--- config.mk ---
export PLATFORM = sky130hd
export DESIGN_NAME = hazard_scoreboard
export DESIGN_NICKNAME = d
export VERILOG_FILES = /design/src/rtl/hazard_scoreboard.sv
export SDC_FILE = /design/constraint.sdc
export NUM_CORES = 1
export LEC_CHECK = 0
export CAP_MARGIN = 20
export CELL_PAD_IN_SITES_DETAIL_PLACEMENT = 1
export CELL_PAD_IN_SITES_GLOBAL_PLACEMENT = 1
export CORE_ASPECT_RATIO = 1.1
export CORE_MARGIN = 2
export CORE_UTILIZATION = 50
export CTS_BUF_LIST = sky130_fd_sc_hd__clkbuf_8
export CTS_CLUSTER_SIZE = 20
export DETAILED_ROUTE_END_ITERATION = 8
export MAX_ROUTING_LAYER = met4
export PLACE_DENSITY = 0.87
export SETUP_SLACK_MARGIN = 0.2
export SKIP_CTS_REPAIR_TIMING = 1
export SYNTH_ARGS = -nofsm -noshare
export SYNTH_HDL_FRONTEND = slang
export SYNTH_SLANG_ARGS = --single-unit
--- constraint.sdc ---
create_clock -name clk -period 5.7 [get_ports clk]
set_input_delay 1.14 -clock clk [delete_from_list [all_inputs] [get_ports clk]]
set_output_delay 1.14 -clock clk [all_outputs]
set_load 0.01 [all_outputs]
--- src/rtl/hazard_scoreboard.sv ---
// -----------------------------------------------------------------------------
// hazard_scoreboard
//   Register-busy scoreboard for an in-order pipeline. Tracks, per architectural
//   register, whether a result is still in flight and how many cycles remain
//   before it can reach writeback. Produces read-after-write and write-after-write
//   stalls for the decode stage and per-read-port bypass selects that pick the
//   writeback data when it lands in the same cycle as the read.
//
// Ports
//   clk, rst      : clock, asynchronous active-high reset
//   issue_valid   : decode-stage instruction valid
//   issue_we      : issuing instruction writes a register
//   issue_ws      : destination register of the issuing instruction
//   issue_lat     : minimum cycles until that result reaches writeback
//   rd_en         : per-port read enable
//   rd_addr       : per-port source register, port k at [k*AW +: AW]
//   flush         : squash the issuing instruction this cycle
//   wb_valid      : a result is written back this cycle
//   wb_ws         : destination register of the writeback
//   byp_sel       : per-port select, 1 = writeback data, 0 = register file
//   stall_req     : hold fetch/decode and insert a bubble
//   stall_cnt     : saturating count of stalled cycles
//   wb_orphan     : sticky flag, writeback to a register that was not ready
// -----------------------------------------------------------------------------
module hazard_scoreboard #(
    parameter int unsigned NREG = 32,
    parameter int unsigned AW   = 5,
    parameter int unsigned NRD  = 2,
    parameter int unsigned CW   = 3,
    parameter int unsigned SCW  = 16
) (
    input  logic              clk,
    input  logic              rst,
    input  logic              issue_valid,
    input  logic              issue_we,
    input  logic [AW-1:0]     issue_ws,
    input  logic [CW-1:0]     issue_lat,
    input  logic [NRD-1:0]    rd_en,
    input  logic [NRD*AW-1:0] rd_addr,
    input  logic              flush,
    input  logic              wb_valid,
    input  logic [AW-1:0]     wb_ws,
    output logic [NRD-1:0]    byp_sel,
    output logic              stall_req,
    output logic [SCW-1:0]    stall_cnt,
    output logic              wb_orphan
);

    logic [NREG-1:0] busy_q, busy_d;
    logic [CW-1:0]   cnt_q [NREG];
    logic [CW-1:0]   cnt_d [NREG];
    logic [SCW-1:0]  stall_cnt_q, stall_cnt_d;
    logic            orphan_q, orphan_d;

    logic [NREG-1:0] wb_match;
    logic            rd_blocked;
    logic            waw_blocked;
    logic            accept;
    logic [AW-1:0]   rd_a;

    // Writeback is only a legal completion once the countdown has expired.
    always_comb begin
        wb_match = '0;
        for (int unsigned r = 0; r < NREG; r++) begin
            wb_match[r] = wb_valid && (wb_ws == AW'(r)) && busy_q[r] && (cnt_q[r] == '0);
        end
    end

    // Read ports: a same-cycle matching writeback is bypassed instead of stalled.
    always_comb begin
        byp_sel    = '0;
        rd_blocked = 1'b0;
        rd_a       = '0;
        for (int unsigned k = 0; k < NRD; k++) begin
            rd_a       = rd_addr[k*AW +: AW];
            byp_sel[k] = rd_en[k] && wb_match[rd_a];
            if (rd_en[k] && (rd_a != '0) && busy_q[rd_a] && !wb_match[rd_a]) begin
                rd_blocked = 1'b1;
            end
        end
    end

    always_comb begin
        waw_blocked = issue_valid && issue_we && (issue_ws != '0) &&
                      busy_q[issue_ws] && !wb_match[issue_ws];
        stall_req   = issue_valid && !flush && (rd_blocked || waw_blocked);
        accept      = issue_valid && issue_we && (issue_ws != '0) && !stall_req && !flush;
    end

    // Per-entry next state: countdown, then writeback clear, then issue
    // overrides both so a same-cycle reissue wins over the retiring result.
    always_comb begin
        busy_d = busy_q;
        for (int unsigned r = 0; r < NREG; r++) begin
            cnt_d[r] = cnt_q[r];
            if (busy_q[r] && (cnt_q[r] != '0)) begin
                cnt_d[r] = cnt_q[r] - CW'(1);
            end
            if (wb_match[r]) begin
                busy_d[r] = 1'b0;
            end
            if (accept && (issue_ws == AW'(r))) begin
                busy_d[r] = 1'b1;
                cnt_d[r]  = issue_lat;
            end
        end
        busy_d[0] = 1'b0;
        cnt_d[0]  = '0;
    end

    always_comb begin
        stall_cnt_d = stall_cnt_q;
        if (stall_req && (stall_cnt_q != '1)) begin
            stall_cnt_d = stall_cnt_q + SCW'(1);
        end
        orphan_d = orphan_q || (wb_valid && !wb_match[wb_ws]);
    end

    always_ff @(posedge clk or posedge rst) begin
        if (rst) begin
            busy_q      <= '0;
            stall_cnt_q <= '0;
            orphan_q    <= 1'b0;
            for (int unsigned r = 0; r < NREG; r++) begin
                cnt_q[r] <= '0;
            end
        end else begin
            busy_q      <= busy_d;
            stall_cnt_q <= stall_cnt_d;
            orphan_q    <= orphan_d;
            for (int unsigned r = 0; r < NREG; r++) begin
                cnt_q[r] <= cnt_d[r];
            end
        end
    end

    assign stall_cnt = stall_cnt_q;
    assign wb_orphan = orphan_q;

endmodule

==> flow_summary.toml, run 1 <==
[logic_synthesis]
ys_warn_count = 0
synth_area_leaders = "dfrtp_1 33%, ha_1 7.4%, mux4_2 6.3%"
ys_types = 74
syn_inst = 1086
synth.avg_cell_area_um2 = 9.85
async_reset_ff_share_pct = 100
synth-main-ff-cell = "dfrtp_1"
synth_edf_count = 0
synth-seq-cells = 141
syn_nets = 1180
synth_top_area_share_pct = 33.0
yosysSeqAreaShare_pct = 33.0
syn_area_um2 = 10700
synth.most_common_cell = "dfrtp_1"
ys_top_cells_by_count = "141 x dfrtp_1, 109 x nand2_1, 83 x inv_1, 63 x ha_1, 61 x o21ai_0"
yosysTopAreaCell = "dfrtp_1"

[global_route]
grt_pass1_wl_um = 56100
use_met1_pct = 39.3
grt_use_total_pct = 34.0
grt_most_used_layer = "met2"
grt-ovfl-total = 0
grtUsageMet3_pct = 4.56
grt_max_degree = 66
antenna_found_initial = 1
grt_pass1_vias = 10058
met2_usage_pct = 58.8

[clocking]
numCtsBuffers = 17
htree_num_levels = 4
cts_tree = "done"
clock_latency_ns = 0.49
ctsRootBufferMaster = "clkbuf_8"
clockBufferDepth = 2
cts_sinks = 141
clkSlewWorstSetupHoldPaths_ns = 0.10

[route]
num_vias = 9237
drc_errors = 0
ant_nets = 0
first_iter_violations = 699
route.detailed.wl_per_inst_um = 24.1
drtPass1Iterations = 5
via_per_inst = 6.22
wirelength_um = 35800

[floorplan]
io_pins = 51
initial_core_util_pct = 50.6
rows = 56
die_h_um = 157
design.core.area_um2 = 21200
die_x_um = 143
die_area_um2 = 22600

[worst_setup_path]
setup.worst_path.class = "input pin to output pin"
ff2ff_setup_slack_ns = 1.47
cp-end-kind = "output pin"
crit_required_ns = 4.56
critPathMaxFanout = 5
crit_chain = "clkdlybuf4s50_1 -> or4b_4 -> or3_1 -> o31ai_1 -> o21ai_0 -> and4_1 -> a311oi_2 -> o211ai_4 -> and2_1 -> clkdlybuf4s50_1"
slowest_delay_ns = 0.57
arrival_ns = 4.32
worst_setup_path_start_kind = "input pin"
cpLargestDelayFamily = "simple AND/OR/NAND/NOR gates"
crit_top_cell = "clkdlybuf4s50_1"
path_buf_inv = 2
cp_slowest_cell = "or4b_4"

[timing]
clock-skew-final_ns = 0.0196
max_freq_mhz = 183
fin_crit_ns = 5.46
tightest_slew_ns = 1.19
rsz0062_at_grt = "yes"
drv_slew = 0
max_slew_margin_pct = 20.2
setup_viol = 0
hold_viol = 0
tns_ns = 0
period_share_pct = 95.7

[pwr]
clockPowerShare_pct = 19.6
p_int_mw = 2.58
p_sw_mw = 1.79
power_density_nw_per_um2 = 353
combPwrFrac_pct = 41.3
power.share.switching_pct = 41.0
leakage_nw = 5.17
seq_power_share_pct = 39.1
max-vdd-ir-drop_mv = 0.206

[final_layout]
synthToLayoutAreaGrowth_pct = 16.0
drive_gt1_share_pct = 17.8
ff_latch_area_um2 = 3530
fillers = 2390
final_cells = 1484
multiInputGateArea_um2 = 6640
finalNetCount = 1273

[run]
maxCapViolCount = 0

[worst_hold_path]
hold_path_class = "register to register"

[placed_design]
routabilityCongestion = 0.948
place_hpwl_um = 26200
portBuffers = 50
dp.cells = 1448

[status]
status = "finished, final reports clean"
## logic make-up after synthesis
| group | count (synthesis) | synth area share, % |
|---|---|---|
| buffers and inverters | 140 | 5.24 |
| adder cells (fa/ha/maj) | 63 | 7.37 |
| flip-flops | 141 | 33.0 |
| XOR/XNOR | 66 | 5.40 |
| AND/OR/NAND/NOR | 379 | 21.9 |
| multiplexers | 134 | 16.8 |
| AO/OA/AOI/OAI | 163 | 10.3 |
## routing by layer
metal | vias up | part of all wire, % | routed length, um
met4 | 0 | 4.4 | 1590
met5 | - | 0 | 0
li1 | 4094 | - | -
met2 | 318 | 52 | 18600
met1 | 4722 | 40 | 14200
met3 | 103 | 4.1 | 1490
## metrics by stage
step	total power [mW]	utilization (%)	cell area, um2	hold WS [ns]	setup slack [ns]
4_1_cts	4.39	58.3	12300	0.489	0.00874
2_1_floorplan	2.90	-	10700	0.493	0.779
3_5_place_dp	3.49	56.5	11900	0.472	0.0200
5_1_grt	4.69	58.6	12400	0.506	0.146
6_report	4.38	58.6	12400	0.487	0.244
3_3_place_gp	3.29	56.5	11900	0.473	0.0342
## sequential cells by signal, summed over array words and instances (netlist names)
name	flops
busy_q	31
cnt_q	93
stall_cnt	16
wb_orphan	1
## final timing paths
check / endpoint / start / depth (start not counted)
min: wb_orphan / wb_orphan / 1
max: stall_req / wb_ws[4] / 10
max in group asynchronous: busy_q[3] / rst / 3
min reg2reg: wb_orphan / wb_orphan / 1
min in group asynchronous: cnt_q[39] / rst / 2
max reg2reg: cnt_q[88] / cnt_q[30] / 13
## placed cells by master (no fill, tap or decap), drive strengths merged, types with 6 or more instances in the layout
cell           instances
a21o                  18
a21oi                 18
a41oi                  9
and2                   6
and3                   9
buf                   80
clkbuf                18
clkdlybuf4s50         45
dfrtp                141
ha                    63
inv                   90
mux2                  65
mux2i                 39
mux4                  30
nand2                109
nand2b                31
nand3                 58
nand4                 19
nand4b                12
nor2                  18
nor2b                 19
nor3                  52
nor4                   9
o21ai                 61
o31ai                 10
xnor2                 47
xor2                  19
## power groups by stage
| stage | sequential [mW] | combinational, mW | clock, mW |
|---|---|---|---|
| after floorplan | 1.61 | 1.29 | 0 |
| after global placement | 1.67 | 1.62 | 0 |
| after detailed placement | 1.72 | 1.77 | 0 |
| after CTS | 1.70 | 1.82 | 0.865 |
| after global routing | 1.76 | 2.04 | 0.900 |
| final | 1.71 | 1.81 | 0.858 |
## cell type report
class                           count  share of cell area (%)
Clock buffer                       18                    2.00
Clock inverter                     14                    1.22
Antenna cell                        2                  0.0403
Multi-Input combinational cell    805                    53.5
Timing Repair Buffer              130                    9.28
Sequential cell                   141                    28.4
Inverter                           84                    2.58
Tap cell                          290                    2.92
Power figures use the tool's default switching activity.
==> run 2, diff against run 1 <==
--- a/config.mk
+++ b/config.mk
@@ -12,7 +12,7 @@
 export CORE_MARGIN = 2
 export CORE_UTILIZATION = 50
 export CTS_BUF_LIST = sky130_fd_sc_hd__clkbuf_8
-export CTS_CLUSTER_SIZE = 20
+export CTS_CLUSTER_SIZE = 8
 export DETAILED_ROUTE_END_ITERATION = 8
 export MAX_ROUTING_LAYER = met4
 export PLACE_DENSITY = 0.87
==> constraint.sdc (replaced) <==
create_clock -name clk -period 5.7 [get_ports clk]
set_input_delay 1.14 -clock clk [delete_from_list [all_inputs] [get_ports clk]]
set_output_delay 1.14 -clock clk [all_outputs]
set_load 0.1 [all_outputs]
==> flow_summary.toml, run 2 (same netlist as run 1, synthesis figures left out) <==
[worst_setup_path]
crit_required_ns = 4.56
setup.worst_path.class = "input pin to output pin"
cp-end-kind = "output pin"
r2r_cells = 13
worst_setup_path_start_kind = "input pin"
arrival_ns = 4.28
critPathMaxFanout = 9

[worst_hold_path]
hold_depth = 1
hold_path_class = "register to register"

[final_layout]
regMostFlops = "cnt_q"
layout_common_cells = "141 x dfrtp_1, 109 x nand2_1, 82 x inv_1"
largest_reg_flops = 93
final_common_cell = "dfrtp_1"
finalNetCount = 1250
synthToLayoutAreaGrowth_pct = 14.5
drive_gt1_share_pct = 16.2
fillers = 2395

[route]
route.detailed.wl_per_inst_um = 24.3
via_per_inst = 6.34
drc_errors = 0
ant_nets = 0
drtPass1Iterations = 5
num_vias = 9258
first_iter_violations = 977
wirelength_um = 35500

[timing]
tns_ns = 0
tightest_slew_ns = 0.987
setup_viol = 0
rsz0062_at_grt = "no"
fin_crit_ns = 5.42
clock-skew-final_ns = 0.0183
hold_viol = 0
max_freq_mhz = 184
drv_slew = 0
max_slew_margin_pct = 34.0
period_share_pct = 95.1

[floorplan]
die_x_um = 143
die_area_um2 = 22600
design.core.area_um2 = 21200
io_pins = 51
initial_core_util_pct = 50.6
die_h_um = 157
rows = 56

[clocking]
cts_sinks = 141
clock_latency_ns = 0.49
ctsRootBufferMaster = "clkbuf_8"
numCtsBuffers = 17
clockBufferDepth = 2
htree_num_levels = 4
clkSlewWorstSetupHoldPaths_ns = 0.10
cts_tree = "done"

[global_route]
grt_pass1_vias = 10148
grt_use_total_pct = 33.7
grt-ovfl-total = 0
antenna_found_initial = 1
grt_max_degree = 103
grt_pass1_wl_um = 56000

[run]
maxCapViolCount = 0

[status]
status = "finished, final reports clean"

[placed_design]
routabilityCongestion = 1.03
place_hpwl_um = 25600
portBuffers = 50

[pwr]
max-vdd-ir-drop_mv = 0.303
totalPowerFinal_mw = 4.46
leakage_nw = 5.08
power_density_nw_per_um2 = 364
==> run 2: changes by cell type in the layout (fill, tap and decap cells not counted), sizes merged <==
cell,delta
inv,+4
clkbuf,-1
dlymetal6s2s,-1
bufinv,-1
clkdlybuf4s50,-3
buf,-19
diode,-1
clkinvlp,-2
==> run 2: area by class of cell <==
cell class | instances | area (um2) | area share [%]
multi-input combinational | 805 | 6620 | 54.1
inverter | 84 | 320 | 2.61
timing repair buffer | 107 | 1010 | 8.23
clock buffer | 17 | 234 | 1.91
clock inverter | 15 | 171 | 1.40
tap | 290 | 363 | 2.96
sequential | 141 | 3530 | 28.8
antenna | 1 | 2.50 | 0.0204
==> run 2: layer usage <==
metal / GRT usage (%) / vias up / routed length, um
li1: - / 4054 / -
met1: 37.7 / 4667 / 13200
met2: 57.7 / 399 / 18300
met3: 5.57 / 138 / 2100
met4: 17.9 / 0 / 1940
met5: - / - / 0
==> run 2: worst paths after layout <==
path,slack (ns),from,end
worst max-delay path,0.28,wb_ws[2],stall_req
worst min-delay path,0.51,wb_orphan,wb_orphan
worst max register to register,1.83,cnt_q[34],cnt_q[62]
worst min register to register,0.51,wb_orphan,wb_orphan
max in group asynchronous,3.40,rst,busy_q[7]
min in group asynchronous,1.22,rst,cnt_q[43]
==> run 2: critical path, cell delays in order <==
cell	delay, ns
clkdlybuf4s50_1	0.77
nor4bb_1	0.39
buf_4	0.19
nand3_1	0.08
a2111oi_0	0.47
a221oi_1	0.09
and4_1	0.25
a311oi_2	0.33
o211ai_4	0.18
and2_1	0.22
buf_12	0.18
==> run 2: per-stage QoR <==
step / util (%) / hold slack [ns] / cell area [um2] / std cells / setup slack [ns]
floorplan: - / 0.526 / 10700 / 1086 / 0.278
global placement: 55.8 / 0.477 / 11800 / 1426 / 0.282
detailed placement: 55.8 / 0.484 / 11800 / 1426 / 0.157
CTS: 57.7 / 0.510 / 12200 / 1458 / 0.0825
global route: 57.9 / 0.525 / 12200 / 1460 / 0.230
finish: 57.9 / 0.507 / 12200 / 1460 / 0.277
==> run 2: where the power goes <==
| part | total (mW) | switching, mW | internal (mW) | leakage, nW |
|---|---|---|---|---|
| clock | 0.855 | 0.519 | 0.336 | 0.206 |
| sequential | 1.70 | 0.331 | 1.37 | 1.74 |
| combinational | 1.91 | 1.07 | 0.834 | 3.13 |
==> run 3, diff against run 2 <==
--- a/config.mk
+++ b/config.mk
@@ -14,10 +14,10 @@
 export CTS_BUF_LIST = sky130_fd_sc_hd__clkbuf_8
 export CTS_CLUSTER_SIZE = 8
 export DETAILED_ROUTE_END_ITERATION = 8
-export MAX_ROUTING_LAYER = met4
 export PLACE_DENSITY = 0.87
 export SETUP_SLACK_MARGIN = 0.2
 export SKIP_CTS_REPAIR_TIMING = 1
 export SYNTH_ARGS = -nofsm -noshare
 export SYNTH_HDL_FRONTEND = slang
 export SYNTH_SLANG_ARGS = --single-unit
+export TNS_END_PERCENT = 50
==> flow_summary.toml, run 3 (same netlist as run 1, synthesis figures left out) <==
[global_route]
grt-ovfl-total = 0
antenna_found_initial = 0
grt_use_total_pct = 32.0
grt_pass1_vias = 9936
grt_pass1_wl_um = 55000
grt_max_degree = 55

[worst_setup_path]
ff2ff_setup_slack_ns = 1.85
cp-end-kind = "output pin"
worst_setup_path_start_kind = "input pin"
setup.worst_path.class = "input pin to output pin"
r2r_cells = 13
critPathMaxFanout = 14
crit_required_ns = 4.56
arrival_ns = 4.27

[timing]
hold_viol = 0
max_slew_margin_pct = 20.0
hold_ws_ns = 0.503
setup_viol = 0
rsz0062_at_grt = "no"
fin_crit_ns = 5.41
tightest_slew_ns = 1.20
max_freq_mhz = 185
tns_ns = 0
period_share_pct = 94.9
clock-skew-final_ns = 0.0194
drv_slew = 0

[route]
wirelength_um = 34500
first_iter_violations = 873
via_per_inst = 6.29
ant_nets = 0
drc_errors = 0
num_vias = 9146
route.detailed.wl_per_inst_um = 23.7
drtPass1Iterations = 5

[final_layout]
finish.instance_area_um2 = 12200
final_common_cell = "dfrtp_1"
drive_gt1_share_pct = 15.9
multiInputGateArea_um2 = 6620
ff_latch_area_um2 = 3530
antenna_cells = 0
finalNetCount = 1246
synthToLayoutAreaGrowth_pct = 13.9
largest_reg_flops = 93
layout_common_cells = "141 x dfrtp_1, 109 x nand2_1, 82 x inv_1"
fillers = 2370
regMostFlops = "cnt_q"

[clocking]
ctsRootBufferMaster = "clkbuf_8"
clock_latency_ns = 0.49
cts_sinks = 141
cts_tree = "done"
clockBufferDepth = 2
htree_num_levels = 4
clkSlewWorstSetupHoldPaths_ns = 0.10
numCtsBuffers = 17

[worst_hold_path]
hold_path_class = "register to register"
hold_depth = 1

[floorplan]
die_h_um = 157
die_area_um2 = 22600
design.core.area_um2 = 21200
die_x_um = 143
rows = 56
initial_core_util_pct = 50.6
io_pins = 51

[placed_design]
place_hpwl_um = 25100
dpl_cell_area_um2 = 11800
routabilityCongestion = 0.996
portBuffers = 50

[pwr]
leakage_nw = 5.05
power_density_nw_per_um2 = 363
max-vdd-ir-drop_mv = 0.310

[status]
status = "finished, final reports clean"

[run]
maxCapViolCount = 0
-- run 3: path summary, 6_finish.rpt --
check,from,endpoint
max in group asynchronous,rst,busy_q[5]
worst max register to register,cnt_q[30],cnt_q[53]
worst min-delay path,wb_orphan,wb_orphan
worst max-delay path,rd_addr[6],stall_req
min in group asynchronous,rst,cnt_q[43]
worst min register to register,wb_orphan,wb_orphan
-- run 3: layout make-up --
class                   instances  share of cell area [%]
clock inverters                15                    1.38
repair buffers                103                    7.84
well taps                     290                    2.98
clock buffers                  17                    1.92
flip-flops and latches        141                    28.9
multi-input cells             805                    54.3
inverters                      84                    2.63
-- run 3: power by group --
group	total [mW]	internal (mW)	switching [mW]
registers	1.70	1.37	0.327
logic	1.88	0.828	1.05
clock network	0.847	0.334	0.514
total	4.42	2.53	1.89
-- run 3: stage by stage --
stage               util, %  setup slack (ns)  power, mW  cells
finish                 57.6             0.289       4.42   1455
detailed placement     55.6             0.146       3.57   1423
CTS                    57.5             0.143       4.44   1455
global route           57.6             0.225       4.75   1455
floorplan                 -             0.278       2.99   1086
global placement       55.6             0.282       3.36   1423
-- run 3: critical path, stage by stage --
cell and delay, ns:
clkdlybuf4s50_1 1.05, mux4_2 0.36, mux2i_1 0.11, nand2_1 0.11, nand4b_1 0.21, a2111oi_0 0.59, a311oi_2 0.12, o211ai_4 0.16
and2_1 0.22, buf_12 0.18
-- run 3: routing by layer --
metal	vias up	share of wire [%]	global-route usage (%)
met4	0	5.4	16.2
li1	4041	-	-
met2	350	51	56.2
met5	-	0	0
met1	4624	38	37.1
met3	131	6.0	6.33
